===== src/rtl/wb_arbiter.sv =====
// Writeback arbiter: merges load returns and ALU results onto one register
// file write port, tracks outstanding loads for decode hazard detection.
module wb_arbiter (
  input  logic        clk,
  input  logic        rst,
  input  logic        alu_valid,
  input  logic [4:0]  alu_rd,
  input  logic [31:0] alu_data,
  output logic        alu_ready,
  input  logic        mem_valid,
  input  logic [4:0]  mem_rd,
  input  logic [31:0] mem_data,
  input  logic        ld_issue,
  input  logic [4:0]  ld_issue_rd,
  input  logic [4:0]  q_rs1,
  input  logic [4:0]  q_rs2,
  input  logic [4:0]  q_rd,
  output logic        hazard,
  output logic [4:0]  rd,
  output logic [31:0] rrd,
  output logic        we
);

  logic [31:0] r_pending;
  logic        r_skid_valid;
  logic [4:0]  r_skid_rd;
  logic [31:0] r_skid_data;
  logic [4:0]  r_rd;
  logic [31:0] r_rrd;
  logic        r_we;

  logic        w_sel;
  logic        w_sel_skid;
  logic [4:0]  w_sel_rd;
  logic [31:0] w_sel_data;
  logic        w_skid_load;
  logic [31:0] w_pend_nxt;
  logic        w_hz_rs1;
  logic        w_hz_rs2;
  logic        w_hz_rd;

  assign alu_ready = ~r_skid_valid;

  // Load return always wins; skid drains before any new ALU result.
  always_comb begin
    w_sel      = 1'b0;
    w_sel_skid = 1'b0;
    w_sel_rd   = 5'd0;
    w_sel_data = 32'd0;
    priority case (1'b1)
      mem_valid: begin
        w_sel      = 1'b1;
        w_sel_rd   = mem_rd;
        w_sel_data = mem_data;
      end
      r_skid_valid: begin
        w_sel      = 1'b1;
        w_sel_skid = 1'b1;
        w_sel_rd   = r_skid_rd;
        w_sel_data = r_skid_data;
      end
      alu_valid: begin
        w_sel      = 1'b1;
        w_sel_rd   = alu_rd;
        w_sel_data = alu_data;
      end
      default: ;
    endcase
  end

  assign w_skid_load = alu_valid & alu_ready & mem_valid;

  // A load issued in the same cycle as a return to that reg stays pending.
  always_comb begin
    w_pend_nxt = r_pending;
    if (mem_valid)
      w_pend_nxt[mem_rd] = 1'b0;
    if (ld_issue && ld_issue_rd != 5'd0)
      w_pend_nxt[ld_issue_rd] = 1'b1;
    w_pend_nxt[0] = 1'b0;
  end

  assign w_hz_rs1 = (q_rs1 != 5'd0) & r_pending[q_rs1];
  assign w_hz_rs2 = (q_rs2 != 5'd0) & r_pending[q_rs2];
  assign w_hz_rd  = (q_rd  != 5'd0) & r_pending[q_rd];
  assign hazard   = w_hz_rs1 | w_hz_rs2 | w_hz_rd;

  always_ff @(posedge clk) begin
    if (rst) begin
      r_pending    <= 32'd0;
      r_skid_valid <= 1'b0;
      r_skid_rd    <= 5'd0;
      r_skid_data  <= 32'd0;
      r_we         <= 1'b0;
      r_rd         <= 5'd0;
      r_rrd        <= 32'd0;
    end else begin
      r_pending <= w_pend_nxt;
      if (w_skid_load) begin
        r_skid_valid <= 1'b1;
        r_skid_rd    <= alu_rd;
        r_skid_data  <= alu_data;
      end else if (w_sel_skid) begin
        r_skid_valid <= 1'b0;
      end
      r_we <= w_sel & (w_sel_rd != 5'd0);
      if (w_sel && w_sel_rd != 5'd0) begin
        r_rd  <= w_sel_rd;
        r_rrd <= w_sel_data;
      end
    end
  end

  assign rd  = r_rd;
  assign rrd = r_rrd;
  assign we  = r_we;

endmodule


===== config.mk =====
export PLATFORM = sky130hd
export DESIGN_NAME = wb_arbiter
export DESIGN_NICKNAME = d
export VERILOG_FILES = /design/src/rtl/wb_arbiter.sv
export SDC_FILE = /design/constraint.sdc
export NUM_CORES = 1
export LEC_CHECK = 0
export CAP_MARGIN = 10
export CORE_UTILIZATION = 46
export DETAILED_ROUTE_END_ITERATION = 6
export GPL_ROUTABILITY_DRIVEN = 0
export PLACE_DENSITY = 0.83
export SYNTH_ARGS = -nofsm -noshare
export SYNTH_HDL_FRONTEND = slang
export SYNTH_SLANG_ARGS = --single-unit

===== constraint.sdc =====
create_clock -name clk -period 1.6 [get_ports clk]
set_clock_uncertainty 0.1 [all_clocks]
set_input_delay 0.16 -clock clk [delete_from_list [all_inputs] [get_ports clk]]
set_output_delay 0.16 -clock clk [all_outputs]
set_load 0.01 [all_outputs]

After elaboration in Yosys (flattened, before gate mapping)
Cells that the tools add are included.
{ "classes": {"bitwise_logic": 12, "n_reduce_logical": 10, "muxes": 25, "order_cmp": 7} }
{ "op_table": {"columns": ["cell", "n"], "rows": [
  ["$mux 32", 5],
  ["$and 32x32->32", 1],
  ["$not 32->32", 1],
  ["$or 32x32->32", 1],
  ["$lt 5x6->1 const B", 5],
  ["$reduce_bool 5->1", 5],
  ["$bmux 1 s5", 3],
  ["$mux 5", 3],
  ["$mux 1", 12],
  ["$demux 1 s5", 2],
  ["$ge 5x1->1 const B", 2],
  ["$and 1x1->1", 6],
  ["$logic_and 1x1->1", 4],
  ["$or 1x1->1", 2],
  ["$reduce_bool 2->1", 1],
  ["$not 1->1", 1]
]} }
{ "totals": {"wordCells": 62, "out_inout_bits": 40, "register_bits": 108, "inputBits": 99} }

Longest topological paths before layout
{ "depth": {"depth_word": 9, "mapped_depth": 8, "ltp_nobuf": 5} }

Worst setup path before layout
OpenSTA, ideal clock, no wires.
{ "synth_path": {"path_type": "input to output", "from": "in q_rs2[0]", "to": "out hazard", "t_arrival_ns": 1.540, "t_required_ns": 1.340, "cell_stages": 6, "path_buffers": 1, "path_slack_ns": -0.200, "path_cell_list": "buf_2 mux4_2 mux2i_1 nor3_1 a2111oi_1 nand3_1"} }
{ "synth_via": {"elab_chain_cells": 5, "word_cells_on_any_way": 6, "cone_classes": "mux (2); bitwise (3); reduce/logical (1)"} }
{ "synth_lines": {"columns": ["element", "line", "text"], "rows": [
  ["start, declared", "16", "input logic [4:0] q_rs2,"],
  ["$bmux 1 s5", "84", "assign w_hz_rs2 = (q_rs2 != 5'd0) & r_pending[q_rs2];"],
  ["$mux 1 (not written as such)", "84", null],
  ["$and 1x1->1 *", "84", null],
  ["$or 1x1->1 * (2 in series)", "86", "assign hazard = w_hz_rs1 | w_hz_rs2 | w_hz_rd;"],
  ["end, declared", "18", "output logic hazard,"]
]} }
Mark *: on every way between the ends. The rest lies on a longest branch, timed or not. The select of a mux whose other input is x is not followed.

Final worst setup path
{ "layout_path": {"from": "reg r_pending[2]", "to": "out hazard"} }
{ "layout_via": {"elab_chain_cells": 5, "word_cells_on_any_way": 11, "cone_classes": "mux (6); bitwise (5)"} }
{ "layout_lines": {"columns": ["element", "line", "text"], "rows": [
  ["start, declared", "24", "logic [31:0] r_pending;"],
  ["start signal, assigned", "98", "r_pending <= w_pend_nxt;"],
  ["$bmux 1 s5 (on tied branches)", "83, 84", null],
  ["$mux 1 (on tied branches)", "83, 84", null],
  ["$and 1x1->1 (on tied branches)", "83, 84", null],
  ["$or 1x1->1", "86", null],
  ["$or 1x1->1 *", "86", null]
]} }
Marked as above.

==> run metrics <==
outcome=complete, but fails checks; failing checks=negative setup slack; Skew-Pair Late Insertion Delay=0.35 ns; I/O pin count=139; critical path type=reg2out; layout cells sized above 1=26.5%; Final Cycle Share=152%; worst path required time=1.34 ns; pin count of the biggest net entering global routing=46; drt pass-1 iters=5; H-tree depth=3; Routed met3 length=2520 µm; commonest non-fill, non-tap cell in the layout=nand2_1; Vias/cell=6.32; root buf cell=clkbuf_16; min-delay src=rst; cells on worst reg2reg path=10; Sink Count=107; Starting Density=47.2%; Seq pwr share=40.9%; Area Overhead vs Synth=57.1%; worst r2r dst=rrd[2]; initial antenna violation count=0; Combinational Power Share=25.0%; vias in the first global route=6607; Die Height=116 µm; Post-DP HPWL=12800 µm; Slew Limit Headroom=64.4%; top routing layer in use=met4; power per standard cell area=748 nW/µm²; met2 routed WL=11600 µm; Clock Tree Buf Depth=2; Synth Register Bits=107; Crit. End Element=output port; per-cell routed wire length=21.6 µm; Die X-Extent=116 µm; synthesized cell area=5960 µm²; Seq/Total Area, Yosys=36.0%; Post-Synthesis Cells=741; DRC viols=0; Pins Over Slew Limit=0; Post-DRT Antenna Nets=0; drt total wl=24300 µm; NumNets Final=1051; Total Routing Usage GR=32.4%; Finished Core Util=74.2%; cts bufs inserted=9; Switching Fraction=29.3%; total net switching power=0.00205 W; Worst Setup Start Kind=flop; Finish-stage setup viols=68; clk slew on worst S/H paths=0.09 ns; via count=7134; MaxCap Viol Count=0; antenna cell count=0; Pleak=3.56 nW; Ys Warns=0; highest attainable clock frequency=0.412 GHz; placed standard-cell area=8040 µm²; synthesized area per cell=8.04 µm²; Max VDD drop=0.599 mV; worst hold path depth=2; Fin. Hold Viols=0; PnR worst setup slack=-0.829 ns; post-route minimum period=2.43 ns; Final Instance Area=9360 µm²; largest fanout on the critical path=4; Synth Net Count=840; hold endpoint=we; R2R Setup Slk=-0.41 ns; DRT iter0 DRCs=902; most frequent cells in the layout=nand2_1 (163), clkdlybuf4s50_1 (125), a21oi_1 (103), dfxtp_1 (99), buf_4 (78); unrepaired setup endpoints after global routing=true; Slew @ Worst Pin=0.533 ns; CTS tree=yes; first-pass GRT wire length=33300 µm; WL met1=8650 µm; Die ar.=13400 µm²; Cell variety after synth=44; PortBufs=138; Critical R2R Launch=r_skid_valid; Clk network pwr share=34.1%; Internal Power=0.00495 W; Hold Path Class=in2reg; gr ovfl total=0; Critical Path AT=2.17 ns; Rows=41; core area=12600 µm²
worst max-delay path by stage:
| stage | from | endpoint | cells after the start |
|---|---|---|---|
| 5_1_grt | r_pending[2] | hazard | 6 |
| 2_1_floorplan | r_pending[15] | hazard | 5 |
| 3_5_place_dp | q_rs1[0] | hazard | 7 |
| 3_3_place_gp | q_rs1[0] | hazard | 7 |
| 4_1_cts | r_pending[23] | hazard | 6 |
| 6_report | r_pending[2] | hazard | 6 |
final cells by class:
class                   instances  area, µm²
fillers                       815       3260
well taps                     172        215
flip-flops and latches        107       2150
multi-input cells             564       3770
clock inverters                 7       86.3
clock buffers                   9        225
repair buffers                266       2890
inverters                       4       20.0
cells in the mapped netlist, drive strengths merged:
cell | number | area (µm²)
buf | 25 | 185
a2111oi | 2 | 18.8
mux2 | 6 | 67.6
nand4b | 33 | 289
or3 | 1 | 6.26
nor2b | 8 | 50.1
nand2 | 181 | 679
and3 | 3 | 18.8
a22oi | 1 | 12.5
a311o | 1 | 10.0
a211o | 32 | 280
or2 | 1 | 6.26
o21bai | 1 | 7.51
nor4 | 2 | 27.5
and2b | 1 | 7.51
a221oi | 2 | 17.5
a31oi | 4 | 25.0
nand3b | 41 | 308
nand2b | 1 | 6.26
dfxtp | 107 | 2140
mux2i | 9 | 90.1
nor3 | 3 | 15.0
nand3 | 6 | 35.0
nor2 | 12 | 45.0
a311oi | 4 | 35.0
clkbuf | 41 | 158
a21oi | 145 | 733
a21boi | 1 | 7.51
or3b | 2 | 17.5
and3b | 3 | 26.3
o41ai | 1 | 8.76
o311ai | 1 | 8.76
mux4 | 17 | 383
nor3b | 8 | 60.1
o21ai | 31 | 155
inv | 4 | 15.0
power by group through the flow:
stage	logic [W]	registers [W]	clock network [W]
after floorplan	0.000601	0.00293	0
after global placement	0.00129	0.00291	0
after detailed placement	0.00131	0.00291	0
after CTS	0.00158	0.00285	0.00235
after global routing	0.00183	0.00287	0.00249
final	0.00175	0.00286	0.00239
metal layers:
metal | up-vias | track usage, %
met3 | 151 | 8.47
li1 | 3104 | -
met2 | 522 | 55.7
met1 | 3357 | 37.3
met5 | - | 0
met4 | 0 | 15.8
logic make-up (layout without fill, tap and decap cells):
group | Yosys count | after routing | share of synthesized area [%]
simple gates | 306 | 306 | 26.8
mux | 32 | 32 | 9.07
flops | 107 | 107 | 36.0
compound gates | 226 | 226 | 22.2
buf+inv | 70 | 286 | 6.01
stage by stage:
stage	cells	setup slack [ns]	hold slack [ns]	total power [W]	TNS, ns
floorplan	741	-0.152	0.196	0.00353	-4.43
global placement	1074	-1.27	0.342	0.00420	-29.79
detailed placement	1074	-1.37	0.346	0.00422	-31.01
CTS	1122	-0.841	0.139	0.00678	-9.13
global route	1129	-0.930	0.194	0.00719	-17.95
finish	1129	-0.829	0.168	0.00700	-13.60
worst max-delay path: stages (launching register included):
cell and delay, ns:
dfxtp_1 0.36, mux4_2 0.48, mux2i_1 0.21, a21oi_2 0.11, a2111oi_4 0.40, nand3_1 0.11, buf_2 0.15
what timing repair did:
| action | in CTS | in global routing |
|---|---|---|
| hold buffers | 0 | 0 |
| pin swaps | 81 | 48 |
| buffers inserted | 22 | 8 |
| resized for setup | 60 | 83 |
| hold endpoints to repair | 0 | 0 |
| setup endpoints to repair | 40 | 81 |
| cloned | 12 | 7 |
state kept, by name (all words and copies together), names as in the netlist:
name          cells
r_pending        31
r_skid_data      32
r_skid_rd         5
r_skid_valid      1
rd                5
rrd              32
we                1
Note: power is estimated with default switching activity, not from simulation.
